--- src/rtl/bus_arbiter_pkg.sv ---
// Shared types and constants for the two-master nibble-bus arbiter.
// Widths are fixed here so the interface and the arbiter always agree.
package bus_arbiter_pkg;

  localparam int unsigned ADDR_W = 11;
  localparam int unsigned DATA_W = 4;

  localparam logic RwWrite = 1'b1;
  localparam logic RwRead  = 1'b0;

  typedef enum logic [1:0] {
    StIdle,
    StAddr,
    StWait,
    StDone
  } state_e;

  // Request fields captured at grant time.
  typedef struct packed {
    logic              rw;
    logic [ADDR_W-1:0] addr;
    logic [DATA_W-1:0] wdata;
  } xfer_t;

  // The wait counter runs from WAIT_CYCLES-1 down to 0, so the WAIT state lasts exactly
  // WAIT_CYCLES cycles.
  function automatic logic [2:0] wait_load(int unsigned wait_cycles);
    return (wait_cycles > 0) ? 3'(wait_cycles - 1) : 3'd0;
  endfunction

endpackage

--- src/rtl/bus_arbiter_if.sv ---
// Master-side and bus-side signals of the arbiter, grouped into one interface.
// The slave modport is the arbiter's view; the master modport is the masters'/pads' view.
interface bus_arbiter_if;
  import bus_arbiter_pkg::*;

  logic              m0_req;
  logic              m0_rw;
  logic [ADDR_W-1:0] m0_addr;
  logic [DATA_W-1:0] m0_wdata;
  logic              m0_ack;
  logic [DATA_W-1:0] m0_rdata;

  logic              m1_req;
  logic              m1_rw;
  logic [ADDR_W-1:0] m1_addr;
  logic [DATA_W-1:0] m1_wdata;
  logic              m1_ack;
  logic [DATA_W-1:0] m1_rdata;

  logic [ADDR_W-1:0] bus_addr;
  logic              bus_rw;
  logic [DATA_W-1:0] bus_wdata;
  logic [DATA_W-1:0] bus_rdata;

  logic              busy;
  logic              grant_id;

  modport slave (
    input  m0_req, m0_rw, m0_addr, m0_wdata,
    input  m1_req, m1_rw, m1_addr, m1_wdata,
    input  bus_rdata,
    output m0_ack, m0_rdata, m1_ack, m1_rdata,
    output bus_addr, bus_rw, bus_wdata,
    output busy, grant_id
  );

  modport master (
    output m0_req, m0_rw, m0_addr, m0_wdata,
    output m1_req, m1_rw, m1_addr, m1_wdata,
    output bus_rdata,
    input  m0_ack, m0_rdata, m1_ack, m1_rdata,
    input  bus_addr, bus_rw, bus_wdata,
    input  busy, grant_id
  );

endinterface

--- src/rtl/bus_rr_pick.sv ---
// Combinational two-way round-robin picker: a lone requester wins outright,
// and on a tie the master that was not served last wins.
module bus_rr_pick (
  input  logic [1:0] req_i,
  input  logic       last_served_i,
  output logic       gnt_valid_o,
  output logic       gnt_id_o
);

  always_comb begin
    gnt_valid_o = |req_i;
    gnt_id_o    = 1'b0;
    case (req_i)
      2'b01:   gnt_id_o = 1'b0;
      2'b10:   gnt_id_o = 1'b1;
      2'b11:   gnt_id_o = ~last_served_i;
      default: gnt_id_o = 1'b0;
    endcase
  end

endmodule

--- src/rtl/bus_arbiter.sv ---
// Arbitrates the external nibble bus between two masters, one transaction per grant,
// sequenced IDLE -> ADDR -> WAIT (WAIT_CYCLES, 0..7, skipped if 0) -> DONE -> IDLE.
module bus_arbiter
  import bus_arbiter_pkg::*;
#(
  parameter int unsigned WAIT_CYCLES = 2
) (
  input logic          clk,
  input logic          rst,
  bus_arbiter_if.slave bus
);

  localparam logic [2:0] WaitLoad = wait_load(WAIT_CYCLES);

  state_e            state_q, state_d;
  logic [2:0]        cnt_q, cnt_d;
  xfer_t             xfer_q, xfer_d;
  logic              grant_q, grant_d;
  logic              last_q, last_d;
  logic [DATA_W-1:0] rdata0_q, rdata0_d;
  logic [DATA_W-1:0] rdata1_q, rdata1_d;

  logic gnt_valid;
  logic gnt_id;
  logic capture;

  bus_rr_pick u_pick (
    .req_i         ({bus.m1_req, bus.m0_req}),
    .last_served_i (last_q),
    .gnt_valid_o   (gnt_valid),
    .gnt_id_o      (gnt_id)
  );

  always_comb begin
    state_d  = state_q;
    cnt_d    = cnt_q;
    xfer_d   = xfer_q;
    grant_d  = grant_q;
    last_d   = last_q;
    rdata0_d = rdata0_q;
    rdata1_d = rdata1_q;
    capture  = 1'b0;

    unique case (state_q)
      StIdle: begin
        if (gnt_valid) begin
          grant_d = gnt_id;
          if (gnt_id) begin
            xfer_d.rw    = bus.m1_rw;
            xfer_d.addr  = bus.m1_addr;
            xfer_d.wdata = bus.m1_wdata;
          end else begin
            xfer_d.rw    = bus.m0_rw;
            xfer_d.addr  = bus.m0_addr;
            xfer_d.wdata = bus.m0_wdata;
          end
          state_d = StAddr;
        end
      end
      StAddr: begin
        if (WAIT_CYCLES > 0) begin
          cnt_d   = WaitLoad;
          state_d = StWait;
        end else begin
          capture = 1'b1;
          state_d = StDone;
        end
      end
      StWait: begin
        if (cnt_q == 3'd0) begin
          capture = 1'b1;
          state_d = StDone;
        end else begin
          cnt_d = cnt_q - 3'd1;
        end
      end
      StDone: begin
        last_d  = grant_q;
        state_d = StIdle;
      end
      default: state_d = StIdle;
    endcase

    // Read data is taken on the edge leaving the last ADDR/WAIT cycle, so it is
    // already valid during DONE when the ack is raised.
    if (capture && (xfer_q.rw == RwRead)) begin
      if (grant_q) begin
        rdata1_d = bus.bus_rdata;
      end else begin
        rdata0_d = bus.bus_rdata;
      end
    end
  end

  always_ff @(posedge clk or posedge rst) begin
    if (rst) begin
      state_q  <= StIdle;
      cnt_q    <= 3'd0;
      xfer_q   <= '0;
      grant_q  <= 1'b0;
      last_q   <= 1'b1;
      rdata0_q <= '0;
      rdata1_q <= '0;
    end else begin
      state_q  <= state_d;
      cnt_q    <= cnt_d;
      xfer_q   <= xfer_d;
      grant_q  <= grant_d;
      last_q   <= last_d;
      rdata0_q <= rdata0_d;
      rdata1_q <= rdata1_d;
    end
  end

  // Outputs decode straight from state, so reset drops bus_rw without waiting for a clock.
  always_comb begin
    bus.busy      = (state_q != StIdle);
    bus.bus_rw    = (state_q != StIdle) && (xfer_q.rw == RwWrite);
    bus.bus_addr  = xfer_q.addr;
    bus.bus_wdata = xfer_q.wdata;
    bus.grant_id  = grant_q;
    bus.m0_ack    = (state_q == StDone) && !grant_q;
    bus.m1_ack    = (state_q == StDone) && grant_q;
    bus.m0_rdata  = rdata0_q;
    bus.m1_rdata  = rdata1_q;
  end

  a_ack_exclusive: assert property (@(posedge clk) disable iff (rst)
    !(bus.m0_ack && bus.m1_ack));

  a_ack_single: assert property (@(posedge clk) disable iff (rst)
    (bus.m0_ack || bus.m1_ack) |=> !(bus.m0_ack || bus.m1_ack));

endmodule

--- src/flat_wrapper.sv ---
// flat-port wrapper written by rule: the top's interface ports become plain ports
module bus_arbiter_flat import bus_arbiter_pkg::*;
#(
  parameter int unsigned WAIT_CYCLES = 2
)
  (clk, rst, bus_m0_req, bus_m0_rw, bus_m0_addr, bus_m0_wdata, bus_m1_req, bus_m1_rw, bus_m1_addr, bus_m1_wdata, bus_bus_rdata, bus_m0_ack, bus_m0_rdata, bus_m1_ack, bus_m1_rdata, bus_bus_addr, bus_bus_rw, bus_bus_wdata, bus_busy, bus_grant_id);
  bus_arbiter_if bus_i ();
  input logic clk;
  input logic rst;
  input wire logic [$bits(bus_i.m0_req)-1:0] bus_m0_req;
  input wire logic [$bits(bus_i.m0_rw)-1:0] bus_m0_rw;
  input wire logic [$bits(bus_i.m0_addr)-1:0] bus_m0_addr;
  input wire logic [$bits(bus_i.m0_wdata)-1:0] bus_m0_wdata;
  input wire logic [$bits(bus_i.m1_req)-1:0] bus_m1_req;
  input wire logic [$bits(bus_i.m1_rw)-1:0] bus_m1_rw;
  input wire logic [$bits(bus_i.m1_addr)-1:0] bus_m1_addr;
  input wire logic [$bits(bus_i.m1_wdata)-1:0] bus_m1_wdata;
  input wire logic [$bits(bus_i.bus_rdata)-1:0] bus_bus_rdata;
  output wire logic [$bits(bus_i.m0_ack)-1:0] bus_m0_ack;
  output wire logic [$bits(bus_i.m0_rdata)-1:0] bus_m0_rdata;
  output wire logic [$bits(bus_i.m1_ack)-1:0] bus_m1_ack;
  output wire logic [$bits(bus_i.m1_rdata)-1:0] bus_m1_rdata;
  output wire logic [$bits(bus_i.bus_addr)-1:0] bus_bus_addr;
  output wire logic [$bits(bus_i.bus_rw)-1:0] bus_bus_rw;
  output wire logic [$bits(bus_i.bus_wdata)-1:0] bus_bus_wdata;
  output wire logic [$bits(bus_i.busy)-1:0] bus_busy;
  output wire logic [$bits(bus_i.grant_id)-1:0] bus_grant_id;
  assign bus_i.m0_req = bus_m0_req;
  assign bus_i.m0_rw = bus_m0_rw;
  assign bus_i.m0_addr = bus_m0_addr;
  assign bus_i.m0_wdata = bus_m0_wdata;
  assign bus_i.m1_req = bus_m1_req;
  assign bus_i.m1_rw = bus_m1_rw;
  assign bus_i.m1_addr = bus_m1_addr;
  assign bus_i.m1_wdata = bus_m1_wdata;
  assign bus_i.bus_rdata = bus_bus_rdata;
  assign bus_m0_ack = bus_i.m0_ack;
  assign bus_m0_rdata = bus_i.m0_rdata;
  assign bus_m1_ack = bus_i.m1_ack;
  assign bus_m1_rdata = bus_i.m1_rdata;
  assign bus_bus_addr = bus_i.bus_addr;
  assign bus_bus_rw = bus_i.bus_rw;
  assign bus_bus_wdata = bus_i.bus_wdata;
  assign bus_busy = bus_i.busy;
  assign bus_grant_id = bus_i.grant_id;
  bus_arbiter #(.WAIT_CYCLES(WAIT_CYCLES)) u_core (.clk(clk), .rst(rst), .bus(bus_i));
endmodule
--- config.mk ---
export PLATFORM = sky130hd
export DESIGN_NAME = bus_arbiter_flat
export DESIGN_NICKNAME = d
export VERILOG_FILES = /design/src/rtl/bus_arbiter_pkg.sv /design/src/rtl/bus_arbiter_if.sv /design/src/rtl/bus_rr_pick.sv /design/src/rtl/bus_arbiter.sv /design/src/flat_wrapper.sv
export SDC_FILE = /design/constraint.sdc
export NUM_CORES = 1
export LEC_CHECK = 0
export CAP_MARGIN = 0
export CORE_MARGIN = 1.5
export CORE_UTILIZATION = 45
export DETAILED_ROUTE_END_ITERATION = 6
export GPL_TIMING_DRIVEN = 0
export PLACE_DENSITY = 0.84
export SKIP_LAST_GASP = 1
export SLEW_MARGIN = 0
export SYNTH_ARGS = -nofsm -noshare
export SYNTH_HDL_FRONTEND = slang
export SYNTH_SLANG_ARGS = --single-unit
--- constraint.sdc ---
create_clock -name clk -period 4.4 [get_ports clk]
set_clock_uncertainty 0.1 [all_clocks]
set_input_delay 0.66 -clock clk [delete_from_list [all_inputs] [get_ports clk]]
set_output_delay 0.66 -clock clk [all_outputs]
set_load 0.02 [all_outputs]
Yosys cells after proc, flatten, opt, wreduce, memory -nomap -nowiden --
Cells that the tools add are included. Widths: inputs -> output; s select.
Cells by class: div/mod/pow operators 0, reductions and logical operators 15, add/sub/neg operators 1, multiplexer cells 9, shift operators 0, bitwise operators 3, magnitude comparators 0, multiply operators 0, eq/ne operators 8
Operators with widths (number):
- $mux 16 | 1
- $reduce_and 2->1 | 5
- $eq 2x2->1 const B | 4
- $pmux 2 s4 | 1
- $pmux 3 s2 | 1
- $logic_and 1x1->1 | 4
- $mux 2 | 2
- $ne 2x1->1 const B | 2
- $reduce_bool 2->1 | 2
- $logic_not 3->1 | 1
- $mux 3 | 1
- $not 1->1 | 3
- $sub 3x1->3 const B | 1
- $eq 2x1->1 const B | 1
- $logic_not 2->1 | 1
- $mux 1 | 2
- $ne 2x2->1 const B | 1
- $pmux 1 s2 | 1
- $reduce_or 2->1 | 1
- $logic_not 1->1 | 1
Word-level totals: memories 0, bits in latches 0, input port bits 40, output and inout port bits 28, memory bits (writable) 0, bits in read-only memories 0, flip-flop bits (word level) 31

Depth between registers and ports, before layout --
word-level depth 5, mapped depth 6

By module --
Synthesis repeated with hierarchy kept, for this count alone.
Second synthesis, totals: cells, all modules 146, area, all modules 1611.5 um^2
Modules (own cells, without submodules):
- bus_arbiter | area an instance 1597.8 um^2, cells each 144, sequential area each 777.0 um^2, times used 1
- bus_rr_pick | area an instance 13.8 um^2, cells each 2, sequential area each 0.0 um^2, times used 1

Worst setup path before layout --
OpenSTA, ideal clock, no wires.
path type register to output, start point reg u_core.state_q[0], end point out bus_bus_rw, buffers on the path 0, cell stages (with the launch flop) 4, data arrival time 1.015 ns, slack 2.625 ns, cell sequence dfrtp_1 > inv_1 > ha_1 > nor2b_1
Between the ends: word-level cells in the longest chain between the ends 2
Ends and longest elaborated chain:
- from (decl) | line bus_arbiter.sv:15 | state_e state_q, state_d;
- from (signal assigned) | line bus_arbiter.sv:97 | state_q <= StIdle;
- from (signal assigned) | line bus_arbiter.sv:105 | state_q <= state_d;
- $reduce_bool 2->1 | line bus_arbiter.sv:118 | bus.bus_rw = (state_q != StIdle) && (xfer_q.rw == RwWrite);
- $logic_and 1x1->1 | line bus_arbiter.sv:118
- to (decl) | line flat_wrapper.sv:24 | output wire logic [$bits(bus_i.bus_rw)-1:0] bus_bus_rw;
Every way passes these cells.

Final worst setup path --
Ends and elaborated chain as after synthesis.

==> reports/qor.txt <==
CTS Hold Bufs: 0
Initial Util: 47.3%
H-tree levels: 2
top post-synthesis cells by count: 32 x a21oi_1, 30 x dfrtp_1, 19 x nand2_1
post-placement worst setup slack: 2.11 ns
Mean Syn Cell Area: 10.0 sq um
I/O Buffers: 67
cell family with most CP delay: buffers and inverters
non-filler cells, final: 281
power per cell area: 687 mW/mm^2
Area Overhead vs Synth: 48.7%
remaining routing DRC violations: 0
unrepaired setup endpoints after global routing: no
vias in the first global route: 1323
Yosys top cell by area: dfrtp_1
Via Count: 1345
setup TNS: 0 ns
dpl cells: 273
global-route wire length before repair: 5850 um
worst hold slack: 0.401 ns
post-route ant nets: 0
worst-path cell chain: inv_1 > ha_1 > nor2b_1 > clkdlybuf4s50_1
drt wl/cell: 12.4 um
setup bufs post-CTS: 0
CP Data Arrival Time: 1.89 ns
die area: 0.00393 sq mm
Async SR Flop Fraction: 100%
Worst Path Required: 3.64 ns
number of antenna violations at the first check in global routing: 0
clk slew on worst S/H paths: 0.10 ns
CTS max path bufs: 2
gr ovfl total: 0
Antenna Cells: 0
Synth Instances: 160
die width: 62.7 um
Post-Synth XOR/XNOR Area: 0%
Peak VDD IR: 311 uV
Hold Vio Cnt, Final: 0
CTS Buf Count: 5
fill count: 267
Max-cap violations: 0
register cell area after layout: 777 sq um
Routed Wire Length: 3480 um
WP buf/inv: 2
Final setup viols: 0
Setup CP Type: reg2out
fraction of layout instances using a drive strength above 1: 18.3%
Site Rows: 21
Via density: 4.79
GPL Wtd Cong: 0.736
CTS tree: yes
post-route setup slack: 1.75 ns
Slew HR: 22.1%
most numerous cell in the Yosys netlist: a21oi_1
Critical Path Source Type: register
Critical Path Sink Type: primary output
worst min path class: reg2reg
Resize count post-CTS: 0
Synth Area in Adders: 5.46%
GRT Util Overall: 19.2%
ranking of synthesized cells by area: dfrtp_1 47%, a21oi_1 10%, buf_4 7.5%
fmax: 378 MHz
Die Height: 62.7 um
Tmin final: 2.65 ns
io pins: 68
status: finished, final reports clean
Leak: 1.05 nW
worst slew pin tran: 1.17 ns
Syn. warnings: 0
multiplexer share of the synthesized area: 7.02%
first-pass iteration count of the detailed router: 4
Largest stage delay, worst path: 0.62 ns
total core area: 0.00339 sq mm
Cell Area, Synth: 0.00160 sq mm
fin crit share: 60.1%
worst skew pair latency: 0.34 ns
post-synth top area share: 46.8%
Most used DFF post-synth: dfrtp_1
root buffer cell: clkbuf_4
Slowest cell on crit path: clkdlybuf4s50_1
sequential area share after synthesis: 48.4%
Synth Net Count: 207
initial DRC count: 53
Multi-input gate area: 642 sq um
Distinct cells, synth: 26
nets: 281
Synth Area in Simple Gates: 12.1%
synthesis-stage register bit count: 31
main combinational cell family by area after synthesis: compound AO/OA/AOI/OAI gates
Slew Limit Fails: 0
largest net degree at the start of global routing: 32
Clock Sinks: 31
Compound-Gate Fraction of Synth Area: 15.4%
placed wire-length estimate: 2540 um
EDFF count, synth: 0
worst-path fanout max: 5
-- cell families (layout without fill, tap and decap cells) --
logic type	Yosys count	in the layout
muxes	10	10
AOI/OAI and AO/OA	42	42
and+or+nand+nor	43	43
adders and majority gates	7	7
buffers and inverters	27	102
DFF	31	31
-- report_power, final --
group | switching [mW] | internal, mW | leakage [nW]
clock | 0.103 | 0.0593 | 0.0347
combinational | 0.450 | 0.507 | 0.657
sequential | 0.0886 | 0.432 | 0.359
-- metal layers --
metal	routed length [um]	track usage, %
met1	1590	24.5
met3	215	5.05
met5	0	0
met2	1600	29.4
met4	81	11.1
-- worst register-to-register path, stage by stage (launching register included) --
cell and delay, ns:
dfrtp_1 0.43, inv_1 0.12, ha_1 0.25, nand2_1 0.10, nor3_2 0.28, mux2_2 0.38
-- registers in the layout, indices dropped and copies added, names as in the netlist --
| signal | flops |
|---|---|
| u_core.bus.bus_addr | 11 |
| u_core.bus.bus_wdata | 4 |
| u_core.bus.m0_rdata | 4 |
| u_core.bus.m1_rdata | 4 |
| u_core.cnt_q | 3 |
| u_core.state_q | 2 |
| u_core.bus.grant_id | 1 |
| u_core.last_q | 1 |
| u_core.xfer_q | 1 |
-- final timing paths --
check | start | endpoint | slack [ns] | cells past startpoint
min in group asynchronous | rst | u_core.bus.m0_rdata[1] | 0.83 | 2
worst max-delay path | u_core.state_q[0] | bus_bus_rw | 1.75 | 4
worst min-delay path | u_core.cnt_q[0] | u_core.cnt_q[0] | 0.40 | 1
max in group asynchronous | rst | u_core.bus.bus_addr[8] | 2.66 | 2
worst min register to register | u_core.cnt_q[0] | u_core.cnt_q[0] | 0.40 | 1
worst max register to register | u_core.state_q[0] | u_core.bus.m0_rdata[0] | 2.63 | 5
-- placed cells by master, fill, tap and decap left out --
master / instances
nand4b_1: 1
nor3b_2: 1
clkinv_2: 3
buf_2: 1
and2_1: 1
a21boi_4: 1
inv_1: 7
mux2_1: 1
nor2_1: 16
mux2_2: 9
o21ai_1: 1
a21oi_1: 32
dfstp_2: 1
clkbuf_4: 5
ha_1: 7
o21ai_0: 2
o2bb2ai_1: 2
dfrtp_1: 30
a21bo_2: 1
nand2_1: 19
nor3_2: 1
o21a_1: 1
nor2b_1: 3
buf_6: 3
buf_4: 16
o21ai_2: 1
o32a_1: 1
nand2b_1: 1
clkdlybuf4s50_1: 67
-- final cells by class --
| class | count | area share [%] |
|---|---|---|
| buffer | 20 | 6.66 |
| clock buffer | 5 | 1.57 |
| clock inverter | 3 | 0.630 |
| inverter | 7 | 1.10 |
| multi-input combinational | 102 | 26.9 |
| sequential | 31 | 32.6 |
| tap | 46 | 2.41 |
| timing repair buffer | 67 | 28.1 |
-- metrics by stage --
step | area (sq um) | total power [mW] | utilization [%]
after floorplan | 1600 | 1.11 | -
after global routing | 2380 | 1.76 | 70.4
after detailed placement | 2330 | 1.49 | 68.8
after global placement | 2330 | 1.47 | 68.8
after CTS | 2380 | 1.65 | 70.4
final | 2380 | 1.64 | 70.4
No activity file was read; power rests on OpenSTA's default activity.
